--- src/rtl/multicycle_ctrl_hs_if.sv ---
// Control bundle between the multi-cycle controller and its datapath.
// master = controller side, slave = datapath side.
interface multicycle_ctrl_hs_if;
  logic [5:0] OpCode;
  logic [5:0] Funct;
  logic       mem_ready;
  logic       PCWrite;
  logic       PCWriteCond;
  logic       BranchNe;
  logic       IorD;
  logic       MemRead;
  logic       MemWrite;
  logic       IRWrite;
  logic       RegWrite;
  logic       ExtOp;
  logic       LuiOp;
  logic [1:0] MemtoReg;
  logic [1:0] RegDst;
  logic [1:0] ALUSrcA;
  logic [1:0] ALUSrcB;
  logic [3:0] ALUOp;
  logic [2:0] PCSource;
  logic       trap;
  logic [1:0] trap_cause;
  logic       instr_retired;
  logic [3:0] state_dbg;

  // Memory handshake: MemRead/MemWrite is held until the cycle mem_ready=1,
  // which completes the access; there is no separate ready-to-accept phase.
  modport master (
    input  OpCode, Funct, mem_ready,
    output PCWrite, PCWriteCond, BranchNe, IorD, MemRead, MemWrite, IRWrite,
           RegWrite, ExtOp, LuiOp, MemtoReg, RegDst, ALUSrcA, ALUSrcB,
           ALUOp, PCSource, trap, trap_cause, instr_retired, state_dbg
  );

  modport slave (
    output OpCode, Funct, mem_ready,
    input  PCWrite, PCWriteCond, BranchNe, IorD, MemRead, MemWrite, IRWrite,
           RegWrite, ExtOp, LuiOp, MemtoReg, RegDst, ALUSrcA, ALUSrcB,
           ALUOp, PCSource, trap, trap_cause, instr_retired, state_dbg
  );
endinterface

--- src/rtl/multicycle_ctrl_hs.sv ---
// Multi-cycle MIPS-subset control FSM with memory handshake, bus timeout
// and illegal-opcode trap.
module multicycle_ctrl_hs #(
  parameter int MEM_TIMEOUT = 15,
  parameter bit TRAP_HALT   = 1'b0,
  parameter bit ENABLE_BNE  = 1'b1
) (
  input logic                 clk,
  input logic                 reset,
  multicycle_ctrl_hs_if.master bus
);

  typedef enum logic [3:0] {
    S_IDLE     = 4'd0,
    S_FETCH    = 4'd1,
    S_DECODE   = 4'd2,
    S_EXEC     = 4'd3,
    S_WB_ALU   = 4'd4,
    S_MEM_ADDR = 4'd5,
    S_MEM_RD   = 4'd6,
    S_WB_MEM   = 4'd7,
    S_MEM_WR   = 4'd8,
    S_BRANCH   = 4'd9,
    S_JUMP     = 4'd10,
    S_TRAP     = 4'd11,
    S_HALT     = 4'd12
  } state_e;

  localparam int CW = (MEM_TIMEOUT > 1) ? $clog2(MEM_TIMEOUT + 1) : 1;
  localparam logic [CW-1:0] TO_LAST = CW'((MEM_TIMEOUT > 0) ? MEM_TIMEOUT - 1 : 0);

  state_e        state_q, state_d;
  logic [CW-1:0] cnt_q, cnt_d;
  logic [1:0]    cause_q, cause_d;

  logic       is_rtype, is_jr_funct, is_shift, is_imm_alu, is_lui;
  logic       is_lw, is_sw, is_beq, is_bne_raw, is_bne, is_j, is_jal;
  logic       timeout_hit;
  state_e     done_state;
  logic [2:0] alu_func;

  assign is_rtype    = (bus.OpCode == 6'h00);
  assign is_jr_funct = (bus.Funct == 6'h08) || (bus.Funct == 6'h09);
  assign is_shift    = is_rtype && ((bus.Funct == 6'h00) || (bus.Funct == 6'h02) ||
                                    (bus.Funct == 6'h03));
  assign is_lui      = (bus.OpCode == 6'h0F);
  assign is_imm_alu  = (bus.OpCode == 6'h08) || (bus.OpCode == 6'h09) ||
                       (bus.OpCode == 6'h0A) || (bus.OpCode == 6'h0B) ||
                       (bus.OpCode == 6'h0C) || is_lui;
  assign is_lw       = (bus.OpCode == 6'h23);
  assign is_sw       = (bus.OpCode == 6'h2B);
  assign is_beq      = (bus.OpCode == 6'h04);
  assign is_bne_raw  = (bus.OpCode == 6'h05);
  assign is_bne      = is_bne_raw && ENABLE_BNE;
  assign is_j        = (bus.OpCode == 6'h02);
  assign is_jal      = (bus.OpCode == 6'h03);

  // Timeout fires on the MEM_TIMEOUT-th consecutive not-ready cycle; a ready
  // in that same cycle still completes normally.
  assign timeout_hit = (MEM_TIMEOUT > 0) && !bus.mem_ready && (cnt_q == TO_LAST);

  always_comb begin
    done_state = S_FETCH;
    if (state_q == S_FETCH)       done_state = S_DECODE;
    else if (state_q == S_MEM_RD) done_state = S_WB_MEM;
  end

  always_comb begin
    alu_func = 3'b000;
    if (is_rtype)                       alu_func = 3'b010;
    else if (is_beq || is_bne_raw)      alu_func = 3'b001;
    else if (bus.OpCode == 6'h0C)       alu_func = 3'b100;
    else if ((bus.OpCode == 6'h0A) || (bus.OpCode == 6'h0B)) alu_func = 3'b101;
  end

  always_ff @(posedge clk) begin
    if (reset) begin
      state_q <= S_IDLE;
      cnt_q   <= '0;
      cause_q <= 2'b00;
    end else begin
      state_q <= state_d;
      cnt_q   <= cnt_d;
      cause_q <= cause_d;
    end
  end

  always_comb begin
    state_d = state_q;
    cnt_d   = '0;
    cause_d = cause_q;
    case (state_q)
      S_IDLE: state_d = S_FETCH;
      S_FETCH, S_MEM_RD, S_MEM_WR: begin
        if (bus.mem_ready) begin
          state_d = done_state;
        end else if (timeout_hit) begin
          state_d = S_TRAP;
          cause_d = 2'b10;
        end else begin
          cnt_d = cnt_q + 1'b1;
        end
      end
      S_DECODE: begin
        if (is_rtype)                state_d = is_jr_funct ? S_JUMP : S_EXEC;
        else if (is_imm_alu)         state_d = S_EXEC;
        else if (is_lw || is_sw)     state_d = S_MEM_ADDR;
        else if (is_beq || is_bne)   state_d = S_BRANCH;
        else if (is_j || is_jal)     state_d = S_JUMP;
        else begin
          state_d = S_TRAP;
          cause_d = 2'b01;
        end
      end
      S_EXEC:     state_d = S_WB_ALU;
      S_WB_ALU:   state_d = S_FETCH;
      S_MEM_ADDR: state_d = is_sw ? S_MEM_WR : S_MEM_RD;
      S_WB_MEM:   state_d = S_FETCH;
      S_BRANCH:   state_d = S_FETCH;
      S_JUMP:     state_d = S_FETCH;
      S_TRAP:     state_d = TRAP_HALT ? S_HALT : S_FETCH;
      S_HALT:     state_d = S_HALT;
      default:    state_d = S_IDLE;
    endcase
  end

  logic       pc_write, pc_write_cond, branch_ne, iord, mem_read, mem_write;
  logic       ir_write, reg_write, ext_op, lui_op, trap_o, retired;
  logic [1:0] memto_reg, reg_dst, alu_src_a, alu_src_b;
  logic [3:0] alu_op;
  logic [2:0] pc_source;

  always_comb begin
    pc_write      = 1'b0;
    pc_write_cond = 1'b0;
    branch_ne     = 1'b0;
    iord          = 1'b0;
    mem_read      = 1'b0;
    mem_write     = 1'b0;
    ir_write      = 1'b0;
    reg_write     = 1'b0;
    ext_op        = 1'b0;
    lui_op        = 1'b0;
    trap_o        = 1'b0;
    retired       = 1'b0;
    memto_reg     = 2'b00;
    reg_dst       = 2'b00;
    alu_src_a     = 2'b00;
    alu_src_b     = 2'b00;
    alu_op        = 4'b0000;
    pc_source     = 3'b000;
    case (state_q)
      S_FETCH: begin
        mem_read = 1'b1;
        if (bus.mem_ready) begin
          ir_write  = 1'b1;
          pc_write  = 1'b1;
          alu_src_b = 2'b01;
        end
      end
      S_DECODE: alu_src_b = 2'b11;
      S_EXEC: begin
        alu_src_a = is_shift ? 2'b10 : 2'b01;
        ext_op    = !is_shift;
        alu_src_b = is_rtype ? 2'b00 : 2'b10;
        lui_op    = is_lui;
        alu_op    = {bus.OpCode[0], alu_func};
      end
      S_WB_ALU: begin
        reg_write = 1'b1;
        memto_reg = 2'b01;
        reg_dst   = is_rtype ? 2'b01 : 2'b00;
        retired   = 1'b1;
      end
      S_MEM_ADDR: begin
        alu_src_a = 2'b01;
        alu_src_b = 2'b10;
        ext_op    = 1'b1;
      end
      S_MEM_RD: begin
        mem_read = 1'b1;
        iord     = 1'b1;
      end
      S_WB_MEM: begin
        reg_write = 1'b1;
        retired   = 1'b1;
      end
      S_MEM_WR: begin
        mem_write = 1'b1;
        iord      = 1'b1;
        retired   = bus.mem_ready;
      end
      S_BRANCH: begin
        alu_src_a     = 2'b01;
        pc_write_cond = 1'b1;
        pc_source     = 3'b001;
        branch_ne     = is_bne_raw;
        alu_op        = {bus.OpCode[0], alu_func};
        retired       = 1'b1;
      end
      S_JUMP: begin
        pc_write  = 1'b1;
        retired   = 1'b1;
        pc_source = is_rtype ? 3'b011 : 3'b010;
        if (is_jal) begin
          reg_write = 1'b1;
          reg_dst   = 2'b10;
          memto_reg = 2'b10;
        end else if (is_rtype && (bus.Funct == 6'h09)) begin
          reg_write = 1'b1;
          reg_dst   = 2'b01;
          memto_reg = 2'b10;
        end
      end
      S_TRAP: begin
        trap_o    = 1'b1;
        pc_write  = 1'b1;
        pc_source = 3'b100;
      end
      default: ;
    endcase
  end

  assign bus.PCWrite       = pc_write;
  assign bus.PCWriteCond   = pc_write_cond;
  assign bus.BranchNe      = branch_ne;
  assign bus.IorD          = iord;
  assign bus.MemRead       = mem_read;
  assign bus.MemWrite      = mem_write;
  assign bus.IRWrite       = ir_write;
  assign bus.RegWrite      = reg_write;
  assign bus.ExtOp         = ext_op;
  assign bus.LuiOp         = lui_op;
  assign bus.MemtoReg      = memto_reg;
  assign bus.RegDst        = reg_dst;
  assign bus.ALUSrcA       = alu_src_a;
  assign bus.ALUSrcB       = alu_src_b;
  assign bus.ALUOp         = alu_op;
  assign bus.PCSource      = pc_source;
  assign bus.trap          = trap_o;
  assign bus.trap_cause    = cause_q;
  assign bus.instr_retired = retired;
  assign bus.state_dbg     = state_q;

endmodule

--- src/flat_wrapper.sv ---
// flat-port wrapper written by rule: the top's interface ports become plain ports
module multicycle_ctrl_hs_flat 
#(
  parameter int MEM_TIMEOUT = 15,
  parameter bit TRAP_HALT   = 1'b0,
  parameter bit ENABLE_BNE  = 1'b1
)
  (clk, reset, bus_OpCode, bus_Funct, bus_mem_ready, bus_PCWrite, bus_PCWriteCond, bus_BranchNe, bus_IorD, bus_MemRead, bus_MemWrite, bus_IRWrite, bus_RegWrite, bus_ExtOp, bus_LuiOp, bus_MemtoReg, bus_RegDst, bus_ALUSrcA, bus_ALUSrcB, bus_ALUOp, bus_PCSource, bus_trap, bus_trap_cause, bus_instr_retired, bus_state_dbg);
  multicycle_ctrl_hs_if bus_i ();
  input logic clk;
  input logic reset;
  input wire logic [$bits(bus_i.OpCode)-1:0] bus_OpCode;
  input wire logic [$bits(bus_i.Funct)-1:0] bus_Funct;
  input wire logic [$bits(bus_i.mem_ready)-1:0] bus_mem_ready;
  output wire logic [$bits(bus_i.PCWrite)-1:0] bus_PCWrite;
  output wire logic [$bits(bus_i.PCWriteCond)-1:0] bus_PCWriteCond;
  output wire logic [$bits(bus_i.BranchNe)-1:0] bus_BranchNe;
  output wire logic [$bits(bus_i.IorD)-1:0] bus_IorD;
  output wire logic [$bits(bus_i.MemRead)-1:0] bus_MemRead;
  output wire logic [$bits(bus_i.MemWrite)-1:0] bus_MemWrite;
  output wire logic [$bits(bus_i.IRWrite)-1:0] bus_IRWrite;
  output wire logic [$bits(bus_i.RegWrite)-1:0] bus_RegWrite;
  output wire logic [$bits(bus_i.ExtOp)-1:0] bus_ExtOp;
  output wire logic [$bits(bus_i.LuiOp)-1:0] bus_LuiOp;
  output wire logic [$bits(bus_i.MemtoReg)-1:0] bus_MemtoReg;
  output wire logic [$bits(bus_i.RegDst)-1:0] bus_RegDst;
  output wire logic [$bits(bus_i.ALUSrcA)-1:0] bus_ALUSrcA;
  output wire logic [$bits(bus_i.ALUSrcB)-1:0] bus_ALUSrcB;
  output wire logic [$bits(bus_i.ALUOp)-1:0] bus_ALUOp;
  output wire logic [$bits(bus_i.PCSource)-1:0] bus_PCSource;
  output wire logic [$bits(bus_i.trap)-1:0] bus_trap;
  output wire logic [$bits(bus_i.trap_cause)-1:0] bus_trap_cause;
  output wire logic [$bits(bus_i.instr_retired)-1:0] bus_instr_retired;
  output wire logic [$bits(bus_i.state_dbg)-1:0] bus_state_dbg;
  assign bus_i.OpCode = bus_OpCode;
  assign bus_i.Funct = bus_Funct;
  assign bus_i.mem_ready = bus_mem_ready;
  assign bus_PCWrite = bus_i.PCWrite;
  assign bus_PCWriteCond = bus_i.PCWriteCond;
  assign bus_BranchNe = bus_i.BranchNe;
  assign bus_IorD = bus_i.IorD;
  assign bus_MemRead = bus_i.MemRead;
  assign bus_MemWrite = bus_i.MemWrite;
  assign bus_IRWrite = bus_i.IRWrite;
  assign bus_RegWrite = bus_i.RegWrite;
  assign bus_ExtOp = bus_i.ExtOp;
  assign bus_LuiOp = bus_i.LuiOp;
  assign bus_MemtoReg = bus_i.MemtoReg;
  assign bus_RegDst = bus_i.RegDst;
  assign bus_ALUSrcA = bus_i.ALUSrcA;
  assign bus_ALUSrcB = bus_i.ALUSrcB;
  assign bus_ALUOp = bus_i.ALUOp;
  assign bus_PCSource = bus_i.PCSource;
  assign bus_trap = bus_i.trap;
  assign bus_trap_cause = bus_i.trap_cause;
  assign bus_instr_retired = bus_i.instr_retired;
  assign bus_state_dbg = bus_i.state_dbg;
  multicycle_ctrl_hs #(.MEM_TIMEOUT(MEM_TIMEOUT), .TRAP_HALT(TRAP_HALT), .ENABLE_BNE(ENABLE_BNE)) u_core (.clk(clk), .reset(reset), .bus(bus_i));
endmodule
--- config.mk ---
export PLATFORM = sky130hd
export DESIGN_NAME = multicycle_ctrl_hs_flat
export DESIGN_NICKNAME = d
export VERILOG_FILES = /design/src/rtl/multicycle_ctrl_hs_if.sv /design/src/rtl/multicycle_ctrl_hs.sv /design/src/flat_wrapper.sv
export SDC_FILE = /design/constraint.sdc
export NUM_CORES = 1
export LEC_CHECK = 0
export ABC_AREA = 0
export BUFFER_PORTS_ARGS = -buffer_cell sky130_fd_sc_hd__buf_4
export CORE_MARGIN = 1
export CORE_UTILIZATION = 51
export DETAILED_ROUTE_END_ITERATION = 10
export PLACE_DENSITY = 0.85
export SYNTH_ARGS = -nofsm -noshare
export SYNTH_HDL_FRONTEND = slang
export SYNTH_SLANG_ARGS = --single-unit
--- constraint.sdc ---
create_clock -name clk -period 6.6 [get_ports clk]
set_input_delay 1.32 -clock clk [delete_from_list [all_inputs] [get_ports clk]]
set_output_delay 1.32 -clock clk [all_outputs]
set_load 0.03 [all_outputs]
After elaboration in Yosys (flattened, before gate mapping)

Index checks and enable logic that the tools add are counted.

Add/sub/neg operators: 1
Bitwise operators: 1
Reduce and logical (&&, ||, !) cells: 32
Multiplexer cells: 54
Equality and inequality tests: 37

Operators with widths:

| cell                | number |
|---|---|
| $eq 6x4->1 const B  | 8 |
| $mux 4              | 9 |
| $eq 4x4->1 const B  | 6 |
| $eq 6x2->1 const B  | 4 |
| $mux 2              | 12 |
| $pmux 4 s6          | 1 |
| $mux 3              | 6 |
| $eq 4x3->1 const B  | 4 |
| $mux 1              | 16 |
| $pmux 2 s2          | 4 |
| $eq 6x3->1 const B  | 2 |
| $eq 6x6->1 const B  | 2 |
| $logic_not 6->1     | 2 |
| $logic_or 1x1->1    | 12 |
| $ne 2x2->1 const B  | 6 |
| $reduce_or 2->1     | 6 |
| $pmux 3 s3          | 1 |
| $eq 4x2->1 const B  | 2 |
| $pmux 1 s2          | 4 |
| $pmux 2 s4          | 1 |
| $reduce_and 8->1    | 1 |
| $reduce_or 4->1     | 2 |
| $reduce_or 6->1     | 1 |
| $add 4x1->4 const B | 1 |
| 9 further kinds     | 12 |

Word-level logic and storage cells: 128
Bits in registers: 10
Output and inout port bits: 33

Depth between registers and ports, before layout

Gate-level depths: netlist (run 1).

Depth after elaboration: 9
Mapped depth: 7
Mapped depth without buffers: 6

Worst setup path after synthesis (run 1)

Ideal clock, no wire load.

Path kind: input to output
Start point: in bus_OpCode[3]
End point: out bus_ALUSrcA[1]
Cell stages on the path: 5
Arrival time: 3.165 ns
Path buffers: 1
Path slack: 2.115 ns
Path through: buf_2 -> nor4_4 -> nand2_2 -> or4_4 -> nor3_1

Cells in the longest elaborated chain, start to end: 4

Ends and longest elaborated chain:

| item              | RTL line                  | source |
|---|---|---|
| start, declared   | flat_wrapper.sv:12        | `input wire logic [$bits(bus_i.OpCode)-1:0] bus_OpCode;` |
| $logic_not 6->1   | multicycle_ctrl_hs.sv:42  | `assign is_rtype = (bus.OpCode == 6'h00);` |
| $logic_and 1x1->1 | multicycle_ctrl_hs.sv:44  | `assign is_shift = is_rtype && ((bus.Funct == 6'h00) \|\| (bus.Funct == 6'h02) \|\|` |
| $mux 2            | multicycle_ctrl_hs.sv:163 | `alu_src_a = is_shift ? 2'b10 : 2'b01;` |
| $pmux 2 s2        | multicycle_ctrl_hs.sv:152 | `case (state_q)` |
| end, declared     | flat_wrapper.sv:27        | `output wire logic [$bits(bus_i.ALUSrcA)-1:0] bus_ALUSrcA;` |

No other way between the ends.

Final worst setup path (run 1)

Start point: in bus_OpCode[5]
End point: out bus_ALUSrcA[0]

Same word-level chain as after synthesis.

==> results by group, run 1 <==
Run status
  • Status: complete, no violations

Floorplanning
  • Top Ports: 48
  • Die Y: 48.7 um
  • Core Area: 2000 um2
  • Cell Rows: 16
  • Die ar.: 2370 um2
  • Chip width: 48.7 um
  • Initial core utilization: 55.6%

Run
  • Max Cap Viol: 0

STA
  • Final setup violation count: 0
  • Final worst-path cycle share: 65.4%
  • Setup TNS: 0 ps
  • Clock Skew: 6.62 ps
  • Max frequency: 231 MHz
  • RSZ-0062 raised after global routing: false
  • Worst slew pin tran: 693 ps
  • Slew Viols, Final: 0
  • Post-route setup slack: 2280 ps
  • Worst rel slew slack: 53.8%
  • Final hold vios: 0
  • Minimum clock period: 4320 ps

Yosys
  • Post-synthesis register bit count: 10
  • Async S/R FF share, synth: 0%
  • Top cells by area, synth: dfxtp_1 (18%), nor2_1 (7.4%), a21oi_1 (4.9%)
  • Dominant cell type by area after synthesis: dfxtp_1
  • Top_reg_cell synth: dfxtp_1
  • Post-synth EDFFs: 0
  • YS warnings: 0
  • Mapped cell area: 1110 um2
  • Synth top area share: 18.0%
  • Syn_nets: 173
  • Register area share after synthesis: 18.0%
  • Netlist cell types: 52
  • Post-synthesis area per instance: 7.13 um2
  • Mapped Cells: 156

Route
  • Detailed-route vias per instance: 5.89
  • Total routed wirelength: 3060 um
  • First-pass detailed-route iteration total: 4
  • Antenna Violating Nets Remaining: 0
  • Initial drt markers: 36
  • DR vias: 1326
  • Uppermost layer routed: met4
  • Wl on met1: 1330 um
  • Routed met3 length: 259 um
  • Remaining DRCs: 0
  • Met2 wire length: 1410 um
  • Routed len/inst: 13.6 um

Setup path
  • Crit. End Element: primary output
  • Critical path arrival: 3000 ps
  • Max FO, Critical Path: 8
  • Launching point of the worst reg2reg path: u_core.bus.state_dbg[1]$_SDFFE_PP0P_
  • Crit path launch: bus_OpCode[5]
  • WP data required: 5280 ps
  • Worst Setup Path Type: in2out
  • Crit start category: primary input

Power and ir drop
  • Lkg Pwr: 0.635 nW
  • Peak supply drop: 0.287 mV
  • Combinational power share: 65.0%
  • Power share of the clock group: 11.5%
  • Int Power: 0.235 mW
  • NetSw: 0.264 mW
  • Sequential share of power: 23.4%
  • PD cells: 335 nW/um2
  • Switching share of power: 52.9%

Place
  • Buffers on Ports: 47
  • HPWL Detailed: 2300 um
  • Post-Place Worst Slack: 2280 ps
  • Routability Congestion: 0.920
  • Inst Count DP: 221

Clock tree
  • H-tree depth: 1
  • CTS tree: done
  • Total CTS buffers: 3
  • CTS Buffer Depth: 2
  • Cts hold-fix bufs: 0
  • Reg clk slew, reported paths: 70 ps
  • Clk Latency, worst-skew pair: 280 ps
  • Postcts setup bufs: 0
  • Cts repair resizes: 0
  • Clk sink count: 10
  • Root Driver: clkbuf_4

Cells and area
  • Ant diodes: 0
  • Nets: 216
  • Layout cells sized above 1: 32.3%
  • Cell Count, Final, Fillers Out: 225
  • Area Growth Syn to Fin: 33.7%

Global route
  • Largest net degree at the start of global routing: 23
  • Antenna violations before repair: 0
  • Global route overflow: 0
  • Global-route wire length before repair: 5100 um
  • Vias in the first global route: 1167
  • GRT Total Usage: 26.7%

Hold path
  • Hold Crit Class: reg2reg
  • Hold Crit Start: u_core.cnt_q[0]$_SDFF_PP0_
==> cells in the mapped netlist, drive strengths merged, types with 2 or more instances <==
library cell,count
a21oi,12
a311oi,2
a31oi,2
and3,4
buf,5
clkbuf,4
dfxtp,10
ha,2
inv,6
nand2,11
nand2b,5
nand3,10
nand3b,3
nor2,22
nor2b,7
nor3,6
nor4,4
o21ai,7
o22ai,3
o2bb2ai,2
o31ai,3
or3,2
or4b,3
xnor2,4
==> routing by layer <==
metal  global-route usage (%)  vias to the layer above
li1                         -                      659
met1                     32.4                      595
met2                     45.4                       63
met3                     5.03                        9
met4                     11.8                        0
met5                        0                        -
==> cells in the final DEF, fill, tap and decap left out, types with 6 or more instances in the layout <==
master	instances
nor2b_1	7
buf_4	47
dfxtp_1	10
nand2_1	9
nor2_1	22
nor3_1	6
a21oi_1	11
nand3_1	10
o21ai_0	6
==> power by group through the flow <==
stage	logic [mW]	registers (mW)	clock network [mW]
final	0.324	0.117	0.0576
after global routing	0.346	0.123	0.0611
after CTS	0.323	0.116	0.0585
after detailed placement	0.322	0.116	0
after global placement	0.319	0.115	0
after floorplan	0.242	0.104	0
==> metrics by stage <==
| stage | hold WS (ps) | power, mW | util, % | cell area (um2) |
|---|---|---|---|---|
| 5_1_grt | 501 | 0.530 | 74.3 | 1490 |
| 3_3_place_gp | 442 | 0.434 | 72.5 | 1450 |
| 3_5_place_dp | 460 | 0.438 | 72.5 | 1450 |
| 6_report | 480 | 0.499 | 74.3 | 1490 |
| 4_1_cts | 479 | 0.497 | 74.3 | 1490 |
| 2_1_floorplan | 430 | 0.345 | - | 1110 |
==> worst paths after layout <==
kind,endpoint,slack (ps),depth (start not counted)
hold / removal,u_core.cnt_q[0]$_SDFF_PP0_,480,1
setup / recovery,bus_ALUSrcA[0],2280,7
setup reg to reg,u_core.bus.trap_cause[0]$_SDFFE_PP0P_,4330,5
hold reg to reg,u_core.cnt_q[0]$_SDFF_PP0_,480,1
==> worst max-delay path, cell delays in order <==
cell and delay [ps]:
buf_4 140, nor4_4 390, nand2_2 160, or4_4 550, a21oi_2 180, o21ai_1 90
buf_4 170
==> flip-flops by register name (all words and copies together) (netlist names) <==
signal                 count
u_core.bus.trap_cause      2
u_core.cnt_q               4
u_core.bus.state_dbg       4
==> cell families after synthesis <==
kind of cell | Yosys count | share of synthesized area (%)
buf+inv | 16 | 6.64
xor+xnor | 5 | 3.94
simple gates | 83 | 42.7
fa+ha+maj | 2 | 2.25
mux | 1 | 1.01
compound gates | 39 | 25.4
flops | 10 | 18.0
==> layout make-up <==
| class | count | area [um2] |
|---|---|---|
| repair buffers | 47 | 353 |
| fillers | 168 | 514 |
| clock buffers | 4 | 36.3 |
| flip-flops and latches | 10 | 200 |
| inverters | 7 | 26.3 |
| well taps | 27 | 33.8 |
| multi-input cells | 130 | 838 |
No activity file was read; power rests on OpenSTA's default activity.
==> inputs of run 2 (changes only) <==
--- a/config.mk
+++ b/config.mk
@@ -5,12 +5,12 @@
 export SDC_FILE = /design/constraint.sdc
 export NUM_CORES = 1
 export LEC_CHECK = 0
-export ABC_AREA = 0
+export ABC_AREA = 1
 export BUFFER_PORTS_ARGS = -buffer_cell sky130_fd_sc_hd__buf_4
 export CORE_MARGIN = 1
-export CORE_UTILIZATION = 51
+export CORE_UTILIZATION = 41
 export DETAILED_ROUTE_END_ITERATION = 10
-export PLACE_DENSITY = 0.85
+export PLACE_DENSITY = 0.75
 export SYNTH_ARGS = -nofsm -noshare
 export SYNTH_HDL_FRONTEND = slang
 export SYNTH_SLANG_ARGS = --single-unit
==> constraint.sdc (replaced) <==
create_clock -name clk -period 3.7 [get_ports clk]
set_input_delay 0.74 -clock clk [delete_from_list [all_inputs] [get_ports clk]]
set_output_delay 0.74 -clock clk [all_outputs]
set_load 0.03 [all_outputs]
==> results by group, run 2 <==
Route
  • First-pass detailed-route iteration total: 4
  • Routed len/inst: 10.3 um
  • Total routed wirelength: 2720 um
  • DR vias: 1282
  • Antenna Violating Nets Remaining: 0
  • Detailed-route vias per instance: 4.87
  • Remaining DRCs: 0
  • Initial drt markers: 21

Hold path
  • Hold Crit Class: reg2reg
  • Hold Crit Start: u_core.cnt_q[0]$_SDFF_PP0_

Setup path
  • Crit-path cells: buf_4 -> nor2_2 -> nand2_1 -> nor2_4 -> nand4_1 -> nand2_1 -> nand3_1 -> buf_4
  • Top Family by Delay on Critical Path: simple AND/OR/NAND/NOR gates
  • Max stage delay on crit path: 210 ps
  • Slowest cell on the critical path: nor2_2
  • Crit path launch: bus_OpCode[5]
  • WP data required: 2960 ps
  • Worst Setup Path Type: in2out
  • Launching point of the worst reg2reg path: u_core.bus.state_dbg[0]$_SDFFE_PP0P_
  • Max FO, Critical Path: 7
  • Critical path arrival: 1860 ps
  • Crit start category: primary input
  • CP Buf/Inv Count: 2
  • Crit. End Element: primary output

Cells and area
  • Most frequent cells in the layout: buf_4 (47), nand2_1 (45), inv_1 (35), nor2_1 (35), nand3_1 (22)
  • Fillcell total: 245
  • Area Growth Syn to Fin: 41.0%
  • Ant diodes: 0
  • Nets: 254
  • Most common cell after layout, fill and taps aside: buf_4
  • Final cell utilization of the core: 62.6%
  • Final Instance Area: 1410 um2
  • Layout cells sized above 1: 26.8%

Global route
  • Vias in the first global route: 1134
  • Largest net degree at the start of global routing: 9
  • GRT Total Usage: 22.5%
  • Met1 usage: 28.3%
  • GRT busiest layer: met2
  • Global route overflow: 0
  • Antenna violations before repair: 0
  • Global-route wire length before repair: 4620 um
  • Met3 Use GR: 3.57%
  • Grt met2 use: 39.4%

Clock tree
  • Total CTS buffers: 3
  • Clk sink count: 10
  • CTS tree: done
  • Clk Latency, worst-skew pair: 250 ps
  • Root Driver: clkbuf_4
  • CTS Buffer Depth: 2
  • Cts repair resizes: 0
  • Postcts setup bufs: 0
  • H-tree depth: 1
  • Cts hold-fix bufs: 0
  • Reg clk slew, reported paths: 60 ps

STA
  • Minimum clock period: 2600 ps
  • Slew Viols, Final: 0
  • Worst rel slew slack: 75.3%
  • RSZ-0062 raised after global routing: false
  • Setup TNS: 0 ps
  • Post-route setup slack: 1100 ps
  • Max frequency: 385 MHz
  • Worst slew pin tran: 367 ps
  • Final worst-path cycle share: 70.2%
  • Clock Skew: 2.85 ps
  • Final hold vios: 0
  • Final setup violation count: 0

Place
  • HPWL Detailed: 2320 um
  • Area post-placement: 1390 um2
  • Routability Congestion: 0.832
  • Post-Place Worst Slack: 1110 ps
  • Buffers on Ports: 47

Yosys
  • Top_reg_cell synth: dfxtp_1
  • Dominant cell type by area after synthesis: dfxtp_1
  • Netlist cell types: 20
  • Post-synthesis area per instance: 5.41 um2
  • Top cells by area, synth: dfxtp_1 (20%), nand2_1 (17%), inv_1 (13%)
  • Synth top area share: 20.0%
  • Post-synthesis register bit count: 10
  • Synth cell count leaders: nand2_1 (45), inv_1 (35), nor2_1 (35)
  • Post-synth EDFFs: 0
  • Most frequent cell after synthesis: nand2_1
  • YS warnings: 0
  • Syn_nets: 202
  • Mapped cell area: 1000 um2
  • Async S/R FF share, synth: 0%
  • Mapped Cells: 185
  • Register area share after synthesis: 20.0%

Floorplanning
  • Chip width: 51.4 um
  • Die ar.: 2640 um2
  • Core Area: 2250 um2
  • Cell Rows: 17
  • Die Y: 51.4 um
  • Initial core utilization: 44.4%
  • Top Ports: 48

Run status
  • Status: complete, no violations

Run
  • Max Cap Viol: 0

Power and ir drop
  • Peak supply drop: 0.412 mV
  • PD cells: 569 nW/um2
  • Lkg Pwr: 0.826 nW
[run 2: per-stage QoR]
step | power (mW) | hold WS [ps] | std cells
2_1_floorplan | 0.550 | 430 | 185
3_3_place_gp | 0.729 | 445 | 260
3_5_place_dp | 0.738 | 454 | 260
4_1_cts | 0.807 | 468 | 263
5_1_grt | 0.867 | 483 | 263
6_report | 0.803 | 459 | 263
[run 2: where the power goes]
part	internal [mW]	switching (mW)	leakage, nW
clock network	0.0371	0.0296	0.0138
registers	0.130	0.0344	0.0813
logic	0.190	0.382	0.731
[run 2: per-layer routing]
layer / up-vias / share of wire [%]
met5: - / 0
met4: 0 / 0.51
met3: 2 / 4.9
met2: 40 / 46
met1: 563 / 48
li1: 677 / -
[run 2: layout make-up]
| class | count | area [um2] | share of cell area (%) |
|---|---|---|---|
| clock buffers | 3 | 22.5 | 1.60 |
| inverters | 37 | 139 | 9.84 |
| multi-input cells | 138 | 662 | 46.9 |
| flip-flops and latches | 10 | 200 | 14.2 |
| well taps | 28 | 35.0 | 2.48 |
| repair buffers | 47 | 353 | 25.0 |
[run 2: final timing paths]
path	endpoint	slack (ps)	cells after the start
setup / recovery	bus_ALUSrcA[0]	1100	8
hold / removal	u_core.cnt_q[0]$_SDFF_PP0_	460	1
setup reg to reg	u_core.bus.state_dbg[0]$_SDFFE_PP0P_	2210	7
hold reg to reg	u_core.cnt_q[0]$_SDFF_PP0_	460	1
[run 2: cells by family (layout without fill, tap and decap cells)]
logic type | after synthesis | count (layout) | synth area share [%]
AOI/OAI and AO/OA | 15 | 15 | 8.25
xor gates and xnor gates | 2 | 2 | 1.75
adders and majority gates | 2 | 2 | 2.50
buffers and inverters | 37 | 87 | 13.9
DFF | 10 | 10 | 20.0
and+or+nand+nor | 119 | 119 | 53.6
